### src/rtl/mem_responder.sv
// Word-addressed 16-bit data memory answering req/ready requests after WAIT_CYCLES wait states.
// Optional feature: define MEM_ERR_EN to flag accesses whose upper address bits are nonzero.
module mem_responder #(
  parameter int unsigned AW_INT      = 8,
  parameter int unsigned WAIT_CYCLES = 2
) (
  input  logic        clk,
  input  logic        proc_rst,
  input  logic        mem_req,
  input  logic        mem_we,
  input  logic [15:0] mem_addr,
  input  logic [15:0] mem_wdata,
  output logic [15:0] mem_rdata,
  output logic        mem_ready,
  output logic        mem_busy,
  output logic        mem_err
);

  localparam int unsigned DW    = 16;
  localparam int unsigned CW    = 4;
  localparam int unsigned DEPTH = 1 << AW_INT;

  if (WAIT_CYCLES > 15) begin : g_bad_wait
    $error("mem_responder: WAIT_CYCLES must be in 0..15");
  end
  if (AW_INT < 1 || AW_INT > 16) begin : g_bad_aw
    $error("mem_responder: AW_INT must be in 1..16");
  end

  typedef enum logic [1:0] {
    S_IDLE = 2'd0,
    S_WAIT = 2'd1,
    S_RESP = 2'd2
  } state_t;

  state_t          state_q;
  logic [CW-1:0]   cnt_q;
  logic            we_q;
  logic [DW-1:0]   addr_q;
  logic [DW-1:0]   wdata_q;
  logic [DW-1:0]   rdata_q;
  logic            ready_q;
  logic            busy_q;
  logic            err_q;
  logic [DW-1:0]   mem_q [DEPTH];

  logic            op_we;
  logic [DW-1:0]   op_addr;
  logic [DW-1:0]   op_wdata;
  logic [AW_INT-1:0] op_idx;
  logic            accept;
  logic            enter_resp;
  logic            addr_err;

  // With zero wait states the accept edge is also the RESP entry edge, so use live inputs.
  always_comb begin
    op_we    = we_q;
    op_addr  = addr_q;
    op_wdata = wdata_q;
    if (state_q == S_IDLE) begin
      op_we    = mem_we;
      op_addr  = mem_addr;
      op_wdata = mem_wdata;
    end
  end

  assign op_idx     = op_addr[AW_INT-1:0];
  assign accept     = (state_q == S_IDLE) && mem_req;
  assign enter_resp = (accept && (WAIT_CYCLES == 0)) ||
                      ((state_q == S_WAIT) && (cnt_q == CW'(1)));

`ifdef MEM_ERR_EN
  assign addr_err = (op_addr >> AW_INT) != DW'(0);
`else
  logic unused_addr_hi;
  assign unused_addr_hi = |(op_addr >> AW_INT);
  assign addr_err       = 1'b0;
`endif

  // Storage array: not reset; a reset in the same cycle suppresses the write.
  always_ff @(posedge clk) begin
    if (proc_rst && enter_resp && op_we && !addr_err) begin
      mem_q[op_idx] <= op_wdata;
    end
  end

  // Control FSM with registered handshake outputs.
  always_ff @(posedge clk) begin
    if (!proc_rst) begin
      state_q <= S_IDLE;
      cnt_q   <= '0;
      we_q    <= 1'b0;
      addr_q  <= '0;
      wdata_q <= '0;
      rdata_q <= '0;
      ready_q <= 1'b0;
      busy_q  <= 1'b0;
      err_q   <= 1'b0;
    end else begin
      ready_q <= (state_q == S_RESP);
      err_q   <= (state_q == S_RESP) && addr_err;
      busy_q  <= accept || (state_q != S_IDLE);
      if (enter_resp && !op_we) begin
        rdata_q <= addr_err ? DW'(0) : mem_q[op_idx];
      end
      case (state_q)
        S_IDLE: begin
          if (mem_req) begin
            we_q    <= mem_we;
            addr_q  <= mem_addr;
            wdata_q <= mem_wdata;
            cnt_q   <= CW'(WAIT_CYCLES);
            state_q <= (WAIT_CYCLES == 0) ? S_RESP : S_WAIT;
          end
        end
        S_WAIT: begin
          cnt_q <= cnt_q - CW'(1);
          if (cnt_q == CW'(1)) begin
            state_q <= S_RESP;
          end
        end
        S_RESP: begin
          state_q <= S_IDLE;
        end
        default: begin
          state_q <= S_IDLE;
        end
      endcase
    end
  end

  assign mem_rdata = rdata_q;
  assign mem_ready = ready_q;
  assign mem_busy  = busy_q;
  assign mem_err   = err_q;

endmodule
### config.mk
export PLATFORM = sky130hd
export DESIGN_NAME = mem_responder
export DESIGN_NICKNAME = d
export VERILOG_FILES = /design/src/rtl/mem_responder.sv
export SDC_FILE = /design/constraint.sdc
export NUM_CORES = 2
export LEC_CHECK = 0
export BUFFER_PORTS_ARGS = -buffer_cell sky130_fd_sc_hd__buf_2
export CAP_MARGIN = 20
export CORE_MARGIN = 2
export CORE_UTILIZATION = 35
export CTS_CLUSTER_DIAMETER = 50
export DETAILED_ROUTE_END_ITERATION = 10
export RECOVER_POWER = 100
export SLEW_MARGIN = 15
export SYNTH_ARGS = -nofsm -noshare
export SYNTH_HDL_FRONTEND = slang
export SYNTH_SLANG_ARGS = --single-unit
### constraint.sdc
create_clock -name clk -period 6.6 [get_ports clk]
set_clock_uncertainty 0.2 [all_clocks]
set_input_delay 0.66 -clock clk [delete_from_list [all_inputs] [get_ports clk]]
set_output_delay 0.66 -clock clk [all_outputs]
set_load 0.01 [all_outputs]
==> run metrics <==
Max Cap Violations 56; unrepaired setup endpoints after global routing no; yosys warns 0; placed instance count 14400; CTS clk-pin slew, worst paths 60 ps; first-pass GRT wire length 614000 um; CP max-delay cell clkbuf_1; Synth Cell Area 153000 sq um; Worst Tran Pin Value 4560 ps; clock tree root buffer cell clkbuf_16; number of global-route vias before repair 85000; antenna violations before repair 20; Req. time, crit path 6990 ps; VDD IR-drop max 0.000244 V; Port Buffers 45; post-synthesis cell count 8765; critical-path cell list nor2_8, nor3b_1, a31oi_4, buf_12, buf_4, nor2_1, nand2_2, clkbuf_1, nor2_1, clkbuf_1; total CTS buffers 410; Tcrit/Tclk final 92.9%; clk sinks 4145; num rows 242; Post-synth ARST share 0%; drt pass-1 iters 6; final core utilization 40.3%; register area share after synthesis 81.0%; crit path DAT 6520 ps; dpl cell area 163000 sq um; Die ar. 443000 sq um; DP HPWL 244000 um; P&R area growth vs syn 14.5%; Placer Congestion 0.894; synthesized area per cell 17.5 sq um; worst skew pair latency 960 ps; critical path type reg -> reg; CTS tree yes; # IOs 55; Residual DRC 0; Antenna Nets Post-Route 0; # nets final 9193; Final setup viols 0; htree depth 5; leakage power 51.9 nW; failing checks max-capacitance violations, max-slew violations; Yosys reg bits 4145; DRT iter0 DRCs 12200; CP endpoint kind flip-flop; largest net degree at the start of global routing 205; Worst Path Buf+Inv 4; Resized cells post-CTS 0; status finished with violations; non-filler cells, final 15200; max incr delay on CP 1560 ps; Slew Limit Fails 3107; PwrDens 322 nW/um^2; DR WL/cell 28.4 um; critical path launch point type flip-flop; grt ovf 0; CTS max path bufs 4; Fin. Hold Viols 0; final worst path period need 6130 ps; ys flop type edfxtp_1; Core Area 435000 sq um; Pwr Total 56.3 mW; Via density 5.76; Starting Density 35.2%; slew margin rel. -204%; layout cells sized above 1 10.3%; CP top delay family buffers and inverters; Cell variety after synth 48; final setup TNS 0 ps; die height 665 um; Hold WC Path Type in -> reg; gr usage total 18.8%; final wirelength 433000 um; Horiz. Die Dim 665 um; vias 87700; crit path max fanout 49; EDFF count, synth 4096; Syn Nets 8803; highest clock rate 163 MHz; Final Cell Area 175000 sq um
-- cells in the mapped netlist, types with 25 or more instances --
master,count,share of area (%)
buf_2,407,1.3
nor3_1,34,0.11
dfxtp_1,49,0.64
a41oi_1,47,0.27
a22oi_1,2049,10
nor2_1,239,0.59
a21oi_1,1044,3.4
buf_4,34,0.17
a21boi_0,25,0.12
clkbuf_1,188,0.46
edfxtp_1,4096,80
nand2_1,130,0.32
o41ai_1,254,1.5
-- timing repair --
item | in CTS | in global routing
setup buffers | 0 | 0
endpoints found under the hold margin | 31 | 0
hold buffers | 26 | 0
-- path summary, 6_finish.rpt --
check                           startpoint        endpoint  slack [ps]  cells after the start
worst max-delay path            state_q[1]  mem_q[116][12]         470                     10
worst min-delay path              proc_rst      state_q[0]          90                      4
worst max register to register  state_q[1]  mem_q[116][12]         470                     10
worst min register to register  wdata_q[5]      wdata_q[5]         270                      2
-- worst min-delay path: cells and delay by family --
family	cells	cell delay [ps]
buffers and inverters	3	480
AO/OA/AOI/OAI	1	50
-- layout by cell type, fill, tap and decap left out, types with 91 or more instances in the layout --
cell       netlist  routed
a21oi_1       1044    1044
clkbuf_1       188     356
nand2_1        130     123
o41ai_1        254     245
nor2_1         239     236
clkinv_1         0      91
clkbuf_16        0     413
edfxtp_1      4096    4096
buf_4           34     206
a22oi_1       2049    2049
-- flip-flops by register name, summed over array words and instances (netlist names) --
register and flops:
we_q 1, mem_rdata 16, addr_q 8, mem_q 4096, mem_busy 1, state_q 2, wdata_q 16, mem_ready 1
cnt_q 4
-- cells by family (layout without fill, tap and decap cells) --
kind of cell / count (synthesis) / after routing / synth area share (%)
AO/OA/AOI/OAI: 3478 / 3478 / 15.6
adder cells (fa/ha/maj): 2 / 2 / 0.0163
buffers and inverters: 676 / 1402 / 2.14
flip-flops: 4145 / 4145 / 81.0
multiplexers: 2 / 2 / 0.0139
other: 1 / 10 / 0.00245
AND/OR/NAND/NOR: 461 / 461 / 1.26
-- layout make-up --
class / count / area [sq um]
antenna: 9 / 22.5
clock buffer: 497 / 10700
clock inverter: 251 / 2550
fill: 38400 / 260000
inverter: 9 / 33.8
multi-input combinational: 3944 / 26200
sequential: 4145 / 124000
tap: 5734 / 7170
timing repair buffer: 645 / 4670
-- power breakdown --
part / total [mW] / internal [mW] / leakage, nW / switching (mW)
clock: 22.8 / 12.9 / 6.39 / 9.94
sequential: 29.4 / 29.4 / 37.5 / 0.0268
combinational: 4.07 / 0.986 / 7.98 / 3.08
total: 56.3 / 43.3 / 51.9 / 13.1
-- metal layers --
layer  share of wire [%]  GRT usage [%]
met5              0.0023              0
met4                 5.0           8.00
met3                 8.7           2.96
met2                  47           30.5
met1                  39           25.2
-- stage by stage --
| stage | hold WS, ps | setup WS, ps |
|---|---|---|
| after floorplan | 244 | 783 |
| after global placement | 254 | 1130 |
| after detailed placement | 257 | 1090 |
| after CTS | 20.3 | 1070 |
| after global routing | 80.4 | 383 |
| final | 86.9 | 472 |
Note: power is estimated with default switching activity, not from simulation.
